File: src/rtl/fib_rec_ctrl.sv
`timescale 1ns/1ps
// fib_rec_ctrl: computes fib(n) by real recursion on an external 3-bit return-code stack.
// The result is the number of fib(1) leaves reached; the stack only ever holds return codes.
// Optional build macro: FIB_CYC_CNT_EN adds the cyc_cnt busy-cycle counter port.
//
// state | meaning
// IDLE  | waiting for start; done/err/result hold the last job's outcome
// DRN   | pop one stale entry off the stack
// DRNW  | wait for the pop to land; loop back until the stack reports empty
// CHK   | call entry: leaf (n<2) counts and returns, else push RET1 and recurse on n-1
// POP   | return: pop the caller's return code
// POPW  | dispatch on the popped code (empty stack means the top-level call returned)
// DONE  | publish acc as result, drop busy
module fib_rec_ctrl #(
   parameter int N_W   = 5,
   parameter int MAX_N = 31,
   parameter int RES_W = 21
) (
   input  logic             clk,
   input  logic             rst,
   input  logic             start,
   input  logic [N_W-1:0]   n_in,
   output logic             busy,
   output logic             done,
   output logic             err,
   output logic [RES_W-1:0] result,
   output logic             stk_push,
   output logic             stk_pop,
   output logic [2:0]       stk_din,
   input  logic [2:0]       stk_dout,
   input  logic             stk_empty
`ifdef FIB_CYC_CNT_EN
   ,
   output logic [31:0]      cyc_cnt
`endif
);

   localparam logic [2:0] RET1 = 3'd1;
   localparam logic [2:0] RET2 = 3'd2;

   // n is one bit wider than n_in so the n+2 restore and the >MAX_N compare never wrap
   localparam logic [N_W:0] MAX_N_V = (N_W+1)'(MAX_N);
   localparam logic [N_W:0] N_ONE   = (N_W+1)'(1);
   localparam logic [N_W:0] N_TWO   = (N_W+1)'(2);

   typedef enum logic [2:0] {
      S_IDLE,
      S_DRN,
      S_DRNW,
      S_CHK,
      S_POP,
      S_POPW,
      S_DONE
   } state_t;

   state_t           state, state_nxt;
   logic [N_W:0]     n, n_nxt;
   logic [RES_W-1:0] acc, acc_nxt;
   logic             busy_nxt, done_nxt, err_nxt;
   logic [RES_W-1:0] result_nxt;
   logic [N_W:0]     n_in_ext;
   logic [RES_W-1:0] leaf_inc;
   logic             start_ok;

   assign n_in_ext = {1'b0, n_in};
   assign leaf_inc = {{(RES_W-1){1'b0}}, (n == N_ONE)};
   assign start_ok = (state == S_IDLE) && start && !busy;

   // State and datapath registers; async reset puts every output at its idle value at once
   always_ff @(posedge clk or posedge rst) begin
      if (rst) begin
         state  <= S_IDLE;
         n      <= '0;
         acc    <= '0;
         busy   <= 1'b0;
         done   <= 1'b0;
         err    <= 1'b0;
         result <= '0;
      end else begin
         state  <= state_nxt;
         n      <= n_nxt;
         acc    <= acc_nxt;
         busy   <= busy_nxt;
         done   <= done_nxt;
         err    <= err_nxt;
         result <= result_nxt;
      end
   end

   // Next-state, datapath update and stack strobes
   always_comb begin
      state_nxt  = state;
      n_nxt      = n;
      acc_nxt    = acc;
      busy_nxt   = busy;
      done_nxt   = done;
      err_nxt    = err;
      result_nxt = result;
      stk_push   = 1'b0;
      stk_pop    = 1'b0;
      stk_din    = 3'd0;
      case (state)
         S_IDLE: begin
            if (start_ok) begin
               if (n_in_ext > MAX_N_V) begin
                  // rejected without touching the stack
                  done_nxt   = 1'b1;
                  err_nxt    = 1'b1;
                  result_nxt = '0;
               end else begin
                  n_nxt     = n_in_ext;
                  acc_nxt   = '0;
                  done_nxt  = 1'b0;
                  err_nxt   = 1'b0;
                  busy_nxt  = 1'b1;
                  state_nxt = S_DRN;
               end
            end
         end
         S_DRN: begin
            stk_pop   = 1'b1;
            state_nxt = S_DRNW;
         end
         S_DRNW: begin
            state_nxt = stk_empty ? S_CHK : S_DRN;
         end
         S_CHK: begin
            if (n < N_TWO) begin
               acc_nxt   = acc + leaf_inc;
               state_nxt = S_POP;
            end else begin
               stk_push = 1'b1;
               stk_din  = RET1;
               n_nxt    = n - N_ONE;
            end
         end
         S_POP: begin
            stk_pop   = 1'b1;
            state_nxt = S_POPW;
         end
         S_POPW: begin
            if (stk_empty) begin
               state_nxt = S_DONE;
            end else begin
               case (stk_dout)
                  RET1: begin
                     // first child returned with n = parent-1; call second child on parent-2
                     stk_push  = 1'b1;
                     stk_din   = RET2;
                     n_nxt     = n - N_ONE;
                     state_nxt = S_CHK;
                  end
                  RET2: begin
                     // second child returned with n = parent-2; restore and return
                     n_nxt     = n + N_TWO;
                     state_nxt = S_POP;
                  end
                  default: begin
                     err_nxt   = 1'b1;
                     state_nxt = S_DONE;
                  end
               endcase
            end
         end
         S_DONE: begin
            result_nxt = acc;
            done_nxt   = 1'b1;
            busy_nxt   = 1'b0;
            state_nxt  = S_IDLE;
         end
         default: begin
            state_nxt = S_IDLE;
         end
      endcase
   end

`ifdef FIB_CYC_CNT_EN
   // Busy-cycle counter: restarts on each accepted start, freezes once the job is done
   always_ff @(posedge clk or posedge rst) begin
      if (rst) begin
         cyc_cnt <= '0;
      end else if (start_ok) begin
         cyc_cnt <= '0;
      end else if (busy) begin
         cyc_cnt <= cyc_cnt + 32'd1;
      end
   end
`endif

endmodule
File: config.mk
export PLATFORM = sky130hd
export DESIGN_NAME = fib_rec_ctrl
export DESIGN_NICKNAME = d
export VERILOG_FILES = /design/src/rtl/fib_rec_ctrl.sv
export SDC_FILE = /design/constraint.sdc
export NUM_CORES = 1
export LEC_CHECK = 0
export BUFFER_PORTS_ARGS = -buffer_cell sky130_fd_sc_hd__buf_2
export CAP_MARGIN = 20
export CORE_ASPECT_RATIO = 0.7
export CORE_MARGIN = 2
export CORE_UTILIZATION = 58
export CTS_CLUSTER_DIAMETER = 200
export CTS_CLUSTER_SIZE = 12
export DETAILED_ROUTE_END_ITERATION = 12
export PLACE_DENSITY = 0.81
export REMOVE_ABC_BUFFERS = 1
export SLEW_MARGIN = 20
export SYNTH_ARGS = -nofsm -noshare
export SYNTH_HDL_FRONTEND = slang
export SYNTH_SLANG_ARGS = --single-unit
File: constraint.sdc
create_clock -name clk -period 3.9 [get_ports clk]
set_clock_uncertainty 0.15 [all_clocks]
set_input_delay 0 -clock clk [delete_from_list [all_inputs] [get_ports clk]]
set_output_delay 0 -clock clk [all_outputs]
set_load 0.1 [all_outputs]
==> results of run 1 <==
-- path summary, 6_finish.rpt --
kind / cells after the start / endpoint / slack, ps / startpoint
max in group asynchronous: 4 / acc[8] / 2900 / rst
min in group asynchronous: 4 / n[4] / 260 / rst
min: 4 / state[2] / 7 / stk_dout[1]
min reg2reg: 2 / err / 350 / err
max reg2reg: 9 / acc[20] / 1140 / n[4]
max: 9 / acc[20] / 1140 / n[4]
-- flip-flops by register name, indices dropped and copies added, names as in the netlist --
register / cells
acc: 21
result: 21
state: 3
done: 1
n: 6
err: 1
busy: 1
-- metal layers --
layer	track usage	vias to the layer above	wire length, µm
li1	-	1067	-
met1	0.327	1087	2860
met2	0.313	51	2430
met3	0.0462	2	220
met4	0.0385	0	33
met5	0	-	0
-- per-stage QoR --
stage               setup slack (ps)  power (mW)  hold WS [ps]
floorplan                        633        2.10         -2.38
global placement                1250        2.33          72.0
detailed placement              1140        2.36          72.6
CTS                             1130        2.74          7.18
global route                     825        2.89          35.7
finish                          1140        2.74          6.66
-- cell type report --
class | count | share of cell area
Multi-Input combinational cell | 202 | 0.427
Clock buffer | 6 | 0.0253
Inverter | 6 | 0.00689
Timing Repair Buffer | 50 | 0.0922
Sequential cell | 54 | 0.413
Clock inverter | 1 | 0.00918
Tap cell | 69 | 0.0264
-- synth_stat cells, types with 2 or more instances --
master / count
o2111ai_1: 4
and2_1: 2
nand2_1: 21
a21oi_1: 9
nor3_1: 6
xnor2_1: 10
nor2_1: 29
nor2b_1: 2
or3_1: 5
a31oi_1: 2
and3b_1: 2
buf_1: 3
and3_1: 3
nand3b_1: 2
clkbuf_1: 8
buf_2: 4
and4_1: 3
o21ai_0: 12
dfrtp_1: 54
xor2_1: 12
or2_2: 2
mux2_2: 21
nand4_1: 5
nand2b_1: 2
ha_1: 7
o211ai_1: 4
nand3_1: 6
nor4b_1: 2
a211oi_1: 6
o22ai_1: 2
inv_1: 6
-- critical path: stages, from the launching register on --
cell,delay [ps]
dfrtp_1,480
nor4_2,480
and2_1,190
ha_1,200
ha_1,210
nand4_1,100
nor3_1,390
o2111ai_1,220
xor2_1,180
nor2_1,50
-- report_power, final --
group          switching (mW)  leakage, nW  total, mW  internal [mW]
logic                    1.06        0.759       1.41          0.348
registers               0.218        0.706      0.956          0.737
clock network           0.169       0.0573      0.375          0.205
-- kinds of logic after synthesis --
family	count (synthesis)	share of synthesized area
fa+ha+maj	7	0.0309
xor+xnor	22	0.0680
buf+inv	22	0.0322
compound gates	51	0.121
flops	54	0.477
mux	21	0.0834
simple gates	100	0.186
other cells	1	0.00132
==> metrics.md, run 1 <==
| Metric | Value |
|---|---|
| Status | finished clean |
| Root cell of the clock tree | clkbuf_8 |
| Number of non-filler instances in the completed layout | 388 |
| Critical path capture point type | flop |
| Post-synth design cell area | approximately 2800 µm² |
| Leading register cell type out of synthesis | dfrtp_1 |
| Area of combinational cells with multiple inputs | roughly 1400 µm² |
| Final nets | approximately 340 |
| Top library cells by usage in the layout, fill and taps aside | dfrtp_1 (54), buf_2 (39), nor2_1 (28) |
| Vias post-DR | 2207 |
| Overflow left after global routing | 0 |
| Post-Place Cells | 372 |
| Fin Setup TNS | 0 ps |
| Tmin final | 2760 ps |
| Slew Limit Fails | 0 |
| Post-place instance area | roughly 3100 µm² |
| Vias in the first global route | roughly 2.0k |
| Length of the first detailed-routing pass in iterations | 5 |
| Number of enable-type register cells in the synthesized netlist | 0 |
| Largest net degree at the start of global routing | 55 |
| Final core area utilization | 0.687 |
| Maximum count of clock buffers along a single path | 2 |
| Synth Instances | around 280 |
| Clock tree from TritonCTS | done |
| I/O Buffers | 39 |
| Pin slew with the least headroom to its limit | ~660 ps |
| Wire length of the first global-routing pass | a little over 9000 µm |
| Tcrit/Tclk final | 0.708 |
| Clock edge transition at the registers on the reported setup and hold paths | 90 ps |
| Final Routed Wirelength | 5540 µm |
| First-iteration detailed-routing DRC count | 88 |
| Sequential share of the synthesized area | 0.477 |
| Fraction of synthesis flops using an asynchronous set or reset pin | 1.00 |
| Number of rows created at floorplan | 21 |
| Number of endpoints with negative hold slack in the final report | 0 |
| Global-route total usage across every layer | 0.213 |
| Detail-routed net length per standard cell | ~14 µm |
| N_diodes | 0 |
| Achievable frequency | roughly 0.36 GHz |
| Standby leakage power | 1.52 nW |
| Arrival time at the worst endpoint | 2800 ps |
| Sum of net half-perimeters after detailed placement | around 3800 µm |
| Power Density | 837 nW/µm² |
| Sequential cell area | 1350 µm² |
| Number of levels the H-tree was split into | 2 |
| I/O pin count | between 40 and 50 |
| Data required time at the worst endpoint | between 3000 and 4000 ps |
| Initial Util | 0.596 |
| FF+latch count, synth | 54 |
| Core Area | 4760 µm² |
| Number of remaining DRC errors | 0 |
| Num Clock Sinks | 54 |
| Max transition margin | 0.561 |
| Number of maximum-capacitance violations | 0 |
| Area share of the largest cell type after synthesis | 0.477 |
| Largest fanout of any net on the critical path | 7 |
| Setup crit start kind | flop |
| Worst Path Class, Setup | reg -> reg |
| Vias per std cell | 5.69 |
| Initial antenna violation count | 0 |
| DIE HEIGHT | roughly 62 µm |
| Synthesis warning total | 0 |
| Fill cells | 381 |
| Area growth syn-to-layout | 15.3% |
| Distinct cell type count after synthesis | 53 |
| Insertion delay to the later sink of the worst-skew pair | about 300 ps |
| Maximum resistive drop on vdd | ~0.50 mV |
| Most common cell after layout, fill and taps aside | dfrtp_1 |
| Finished Cell Area | roughly 3300 µm² |
| Synth Area per Inst | ~10 µm² |
| Number of buffers inserted by post-CTS setup repair | 0 |
| Unrepaired setup endpoints after global routing | false |
| Kind of path behind the tightest hold check | in -> reg |
| Layout cell share with drive strength beyond 1 | 0.248 |
| Global placement routability congestion | approximately 0.89 |
| Cell types with the largest area share after synthesis | dfrtp_1 (48%), mux2_2 (8.3%), nor2_1 (3.8%) |
| Hold-fix buffer count after cts | 8 |
| Total Die Area | roughly 5500 µm² |
| Number of gates resized after cts | 0 |
| Cell type with the largest total area after synthesis | dfrtp_1 |
| Final count of negative-setup-slack endpoints | 0 |
| Die Wd | about 90 µm |
| Clock buffers created by TritonCTS | 5 |
| Routed Antenna Nets | 0 |
(Power assumes the default switching activity.)
==> run 2, diff against run 1 <==
- CORE_UTILIZATION: 58 -> 57
- PLACE_DENSITY: 0.81 -> 0.8
- clock period: 3.9 -> 2.65 ns (I/O delays scaled with it)
==> run 2 against run 1 <==
Net effect:
- non-clock buffer count increased by 9
- combinational power increased by 54%
- critical path type unchanged
- cell area increased by 1.1%
==> metrics.md, run 2 (same netlist as run 1, synthesis figures left out) <==
| Metric | Value |
|---|---|
| Status | finished clean |
| Final core area utilization | 0.691 (+0.00355) |
| Number of endpoints with negative hold slack in the final report | 0 (unchanged) |
| End of the worst register-to-register path | acc[15] |
| Root cell of the clock tree | clkbuf_8 |
| Design internal power | 1.82 mW (+41%) |
| Vias post-DR | 2248 (+1.9%) |
| Clock network power share | 0.110 (-0.027) |
| Die Wd | 88.3 µm (+0.83%) |
| Worst Path Class, Setup | reg -> reg |
| Net Switching | 2.17 mW (+50%) |
| Slew Limit Fails | 0 (unchanged) |
| Kind of path behind the tightest hold check | in -> async |
| Launching instance or port of the critical path | n[2] |
| Final Routed Wirelength | 5930 µm (+7.0%) |
| Vias per std cell | 5.66 (-0.45%) |
| Crit-path slowest cell | dfrtp_2 |
| Worst R2R Start | n[2] |
| Wire length of the first global-routing pass | 9940 µm (+7.4%) |
| First-iteration detailed-routing DRC count | 157 (+78%) |
| Initial Util | 0.593 (-0.00328) |
| Number of buffer and inverter instances along the worst setup path | 0 (unchanged) |
| Vias in the first global route | 2088 (+6.5%) |
| Number of maximum-capacitance violations | 0 (unchanged) |
| Critical path capture point type | flop |
| Achievable frequency | 0.396 GHz (+9.4%) |
| Regs by FF count | acc: 21 flops, result: 21 flops, n: 6 flops |
| Maximum count of clock buffers along a single path | 2 (unchanged) |
| Switching share of power | 0.544 (+0.0159) |
| Sequential power share | 0.347 (-0.002) |
| Fill cells | 386 (+1.3%) |
| Worst Slack Setup Final | 125 ps (-1010 ps) |
| Setup crit start kind | flop |
| DIE HEIGHT | 63.0 µm (+0.82%) |
| Top library cells by usage in the layout, fill and taps aside | dfrtp_1 (52), buf_2 (39), nor2_1 (28) |
| Power Density | 1210 nW/µm² (+44%) |
| Maximum resistive drop on vdd | 0.603 mV (+20%) |
| Arrival time at the worst endpoint | 2620 ps (-180 ps) |
| Series of cell instances along the critical path | nor4_2 > and2_1 > ha_1 > and4_1 > nand2_1 > a211o_1 > or3_1 > a21oi_1 |
| Number of remaining DRC errors | 0 (unchanged) |
| Delay contributed by the slowest stage of the critical path | 460 ps (-20 ps) |
| Tmin final | 2520 ps (-238 ps) |
| Standby leakage power | 1.55 nW (+1.5%) |
| Placement Setup Slack | 63.5 ps (-1080 ps) |
| Clock edge transition at the registers on the reported setup and hold paths | 100 ps (about the same) |
| Pin slew with the least headroom to its limit | 662 ps (+2.75 ps) |
| Length of the first detailed-routing pass in iterations | 4 (-1) |
| Total Die Area | 5560 µm² (+1.7%) |
| Sequential cell area | 1350 µm² (+0.19%) |
| Largest fanout of any net on the critical path | 7 (unchanged) |
| Most common cell after layout, fill and taps aside | dfrtp_1 |
| Number of levels the H-tree was split into | 2 (unchanged) |
| Largest delay share family, worst path | simple AND/OR/NAND/NOR gates |
| Num Clock Sinks | 54 (unchanged) |
| Reg-to-reg setup timing slack | 130 ps (-1010 ps) |
| Sum of net half-perimeters after detailed placement | 4180 µm (+9.4%) |
| Hold slack | 10.6 ps (+3.91 ps) |
| Area of combinational cells with multiple inputs | 1400 µm² (unchanged) |
| Tcrit/Tclk final | 0.953 (+0.244) |
| N_diodes | 0 (unchanged) |
| Overflow left after global routing | 0 (unchanged) |
| Clock tree from TritonCTS | done |
| Max transition margin | 0.553 (-0.00804) |
| Number of cells on the worst reg-to-reg path | 8 (-1) |
| I/O pin count | 41 (unchanged) |
| Global placement routability congestion | 0.876 (-1.9%) |
| Insertion delay to the later sink of the worst-skew pair | 310 ps (about the same) |
| Data required time at the worst endpoint | 2740 ps (-1190 ps) |
| Area growth syn-to-layout | 16.5% |
| Final count of negative-setup-slack endpoints | 0 (unchanged) |
| Routed Antenna Nets | 0 (unchanged) |
| Clock buffers created by TritonCTS | 5 (unchanged) |
| Largest net degree at the start of global routing | 43 (-22%) |
| Final nets | 347 (+2.7%) |
| Global-route total usage across every layer | 0.233 (+0.0208) |
| Layout cell share with drive strength beyond 1 | 0.274 (+0.0267) |
| Initial antenna violation count | 0 (unchanged) |
| Detail-routed net length per standard cell | 14.9 µm (+4.6%) |
| Number of rows created at floorplan | 21 (unchanged) |
| Core Area | 4780 µm² (+0.55%) |
| Logic gate share of total power | 0.543 (+0.029) |
| I/O Buffers | 39 (unchanged) |
## run 2: changes by cell type in the layout (fill, tap and decap cells not counted), sizes merged
cell         before  now
dlygate4sd3       8    9
clkbuf            6    5
bufinv            1    0
buf              42   50
clkinv            0    2
## run 2: worst max path at each step
| stage | endpoint | cells after the start | slack, ps |
|---|---|---|---|
| after floorplan | n[2] | 5 | -620 |
| after detailed placement | acc[15] | 8 | 60 |
| after global placement | acc[19] | 8 | 230 |
| after global routing | acc[15] | 8 | -10 |
| after CTS | acc[15] | 8 | 80 |
| final | acc[15] | 8 | 130 |
## run 2: through the flow
step                      std cells  cell area (µm²)  TNS [ps]  total power [mW]
after floorplan                 262             2770    -10380              3.09
after global placement          380             3130         0              3.48
after detailed placement        380             3130         0              3.53
after CTS                       396             3290         0              3.97
after global routing            397             3300     -10.4              4.23
final                           397             3300         0              3.99
## run 2: metal layers
metal / part of all wire / vias to the layer above / global-route usage
li1: - / 1092 / -
met1: 0.49 / 1072 / 0.343
met2: 0.45 / 77 / 0.336
met3: 0.056 / 7 / 0.0594
met4: 0.011 / 0 / 0.0795
met5: 0 / - / 0
## run 2: timing repair
item | 4_1_cts | 5_1_grt
gates resized for setup | 0 | 3
hold buffers | 9 | 0
buffers inserted | 0 | 1
endpoints found under the setup margin | 0 | 3
hold endpoints to repair | 61 | 0
## run 2: area by class of cell
cell class	instances	share of cell area
Inverter	6	0.00682
Clock buffer	5	0.0208
Timing Repair Buffer	59	0.111
Tap cell	69	0.0261
Clock inverter	2	0.00303
Multi-Input combinational cell	202	0.422
Sequential cell	54	0.410
## run 2: power by group through the flow
stage | combinational, mW | sequential (mW) | clock (mW)
floorplan | 0.950 | 2.14 | 0
global placement | 2.10 | 1.38 | 0
detailed placement | 2.13 | 1.39 | 0
CTS | 2.15 | 1.38 | 0.444
global route | 2.31 | 1.44 | 0.482
finish | 2.17 | 1.39 | 0.439
## run 2: worst min-delay path, cell delays in order
cell and delay [ps]:
dlygate4sd3_1 530, buf_2 120, inv_2 210
==> run 3, diff against run 2 <==
- BUFFER_PORTS_ARGS: -buffer_cell sky130_fd_sc_hd__buf_2 -> unset
- CORE_MARGIN: 2 -> unset
- CORE_UTILIZATION: 57 -> 58
- CTS_BUF_LIST: unset -> sky130_fd_sc_hd__clkbuf_4
- DONT_BUFFER_PORTS: unset -> 1
- PLACE_DENSITY: 0.8 -> 0.74
==> run 3 against run 2 <==
Net effect:
- cell count down 8.1%
- die area shrank 7.0%
- sequential share of layout area shrank 0.31 points
- critical path type unchanged
- non-clock buffer count is 19 lower
==> metrics.md, run 3 (same netlist as run 1, synthesis figures left out) <==
| Metric | Value |
|---|---|
| Vias in the first global route | 2122 (+1.6%) |
| Layout cell share with drive strength beyond 1 | 0.219 (-0.0550) |
| Maximum count of clock buffers along a single path | 2 (unchanged) |
| Worst R2R Start | state[1] |
| Final count of negative-setup-slack endpoints | 0 (unchanged) |
| Overall Power | 4.18 mW (+4.6%) |
| Length of the first detailed-routing pass in iterations | 4 (unchanged) |
| Worst Path Class, Setup | reg -> reg |
| Number of cells on the worst reg-to-reg path | 7 (-1) |
| Maximum resistive drop on vdd | 0.730 mV (+21%) |
| End of the worst register-to-register path | n[4] |
| Reg-to-reg setup timing slack | 80 ps (-50 ps) |
| Vias per std cell | 6.05 (+6.8%) |
| Number of instances on the worst hold path | 5 |
| Critical path capture point type | flop |
| Slew Limit Fails | 0 (unchanged) |
| Setup crit start kind | flop |
| Number of remaining DRC errors | 0 (unchanged) |
| Power Density | 1250 nW/µm² (+3.8%) |
| DIE HEIGHT | 60.5 µm (-4.0%) |
| Placement Setup Slack | 98.9 ps (+35.4 ps) |
| Post-Place Cells | 337 (-11%) |
| Area growth syn-to-layout | 17.4% |
| Tmin final | 2570 ps (+48.8 ps) |
| Number of endpoints with negative hold slack in the final report | 0 (unchanged) |
| Total Die Area | 5180 µm² (-7.0%) |
| Arrival time at the worst endpoint | 2690 ps (+70 ps) |
| Number of non-filler instances in the completed layout | 365 (-8.1%) |
| N_diodes | 0 (unchanged) |
| Most common cell after layout, fill and taps aside | dfrtp_1 |
| Sum of net half-perimeters after detailed placement | 4200 µm (+0.52%) |
| Insertion delay to the later sink of the worst-skew pair | 370 ps (+60 ps) |
| Final core area utilization | 0.739 (+0.0482) |
| Number of rows created at floorplan | 20 (-4.8%) |
| Initial Util | 0.629 (+0.0366) |
| Final Routed Wirelength | 6200 µm (+4.6%) |
| Core Area | 4500 µm² (-5.8%) |
| Root cell of the clock tree | clkbuf_4 |
| Global-route total usage across every layer | 0.260 (+0.0264) |
| Endpoint with the worst hold slack | n[5] |
| Hold slack | 29.1 ps (+18.5 ps) |
| Global placement routability congestion | 0.879 (+0.31%) |
| Number of maximum-capacitance violations | 0 (unchanged) |
| Kind of path behind the tightest hold check | in -> reg |
| Initial antenna violation count | 0 (unchanged) |
| Tcrit/Tclk final | 0.971 (+0.0184) |
| Clock buffers created by TritonCTS | 5 (unchanged) |
| Standby leakage power | 1.47 nW (-4.9%) |
| Clock edge transition at the registers on the reported setup and hold paths | 150 ps (+50 ps) |
| Hold Startpoint | stk_dout[2] |
| Largest fanout of any net on the critical path | 10 (+3) |
| First-iteration detailed-routing DRC count | 147 (-6.4%) |
| Worst Slack Setup Final | 76.5 ps (-48.8 ps) |
| Data required time at the worst endpoint | 2770 ps (+30 ps) |
| Top library cells by usage in the layout, fill and taps aside | dfrtp_1 (52), nor2_1 (27), mux2_2 (21), nand2_1 (21), buf_4 (20) |
| Achievable frequency | 0.389 GHz (-1.9%) |
| Finished Cell Area | 3330 µm² (+0.76%) |
| Largest net degree at the start of global routing | 30 (-30%) |
| Pin slew with the least headroom to its limit | 909 ps (+247 ps) |
| Post-place instance area | 3020 µm² (-3.4%) |
| Clock tree from TritonCTS | done |
| Number of levels the H-tree was split into | 2 (unchanged) |
| Fin Setup TNS | 0 ps (unchanged) |
| I/O pin count | 41 (unchanged) |
| Final nets | 328 (-5.5%) |
| Max transition margin | 0.394 (-0.158) |
| Regs by FF count | acc: 21 flops, result: 21 flops, n: 6 flops |
| Status | finished clean |
| Wire length of the first global-routing pass | 10200 µm (+2.9%) |
| Routed Antenna Nets | 0 (unchanged) |
| I/O Buffers | 0 (-100%) |
| Vias post-DR | 2207 (-1.8%) |
| Detail-routed net length per standard cell | 17.0 µm (+14%) |
| Overflow left after global routing | 0 (unchanged) |
| Num Clock Sinks | 54 (unchanged) |
| Die Wd | 85.6 µm (-3.1%) |
-- run 3: what timing repair did --
item,4_1_cts,5_1_grt
setup buffers,0,2
hold endpoints to repair,64,0
hold buffers,18,0
gates resized for setup,0,7
setup endpoints to repair,0,5
-- run 3: worst max-delay path by stage --
stage | from | to | slack, ps | cells past startpoint
global route | state[1] | n[3] | -0.3 | 6
CTS | state[1] | n[4] | 40 | 6
global placement | n[4] | acc[19] | 240 | 8
finish | state[1] | n[4] | 80 | 7
floorplan | busy | n[2] | -620 | 5
detailed placement | n[4] | acc[15] | 100 | 8
-- run 3: worst max-delay path, cell delays in order, from the launching register on --
cell	delay [ps]
dfrtp_1	420
buf_4	170
nand2b_1	170
nor4_1	480
or3_4	270
o211ai_1	100
o22a_1	160
dlygate4sd3_1	550
-- run 3: where the power goes --
part	internal (mW)	switching (mW)	total [mW]
combinational	0.672	1.01	1.68
sequential	1.07	0.948	2.02
clock	0.221	0.252	0.473
-- run 3: per-layer routing --
metal / vias up / part of all wire / wire length [µm] / track usage
li1: 1056 / - / - / -
met1: 1084 / 0.50 / 3090 / 0.387
met2: 61 / 0.44 / 2750 / 0.401
met3: 6 / 0.051 / 314 / 0.0490
met4: 0 / 0.0084 / 52 / 0.0595
met5: - / 0 / 0 / 0
-- run 3: layout make-up --
cell class | count | area [µm²]
multi-input combinational | 202 | 1430
sequential | 54 | 1350
fill | 305 | 1170
timing repair buffer | 40 | 370
tap | 55 | 68.8
clock buffer | 7 | 52.6
clock inverter | 1 | 30.0
inverter | 6 | 22.5
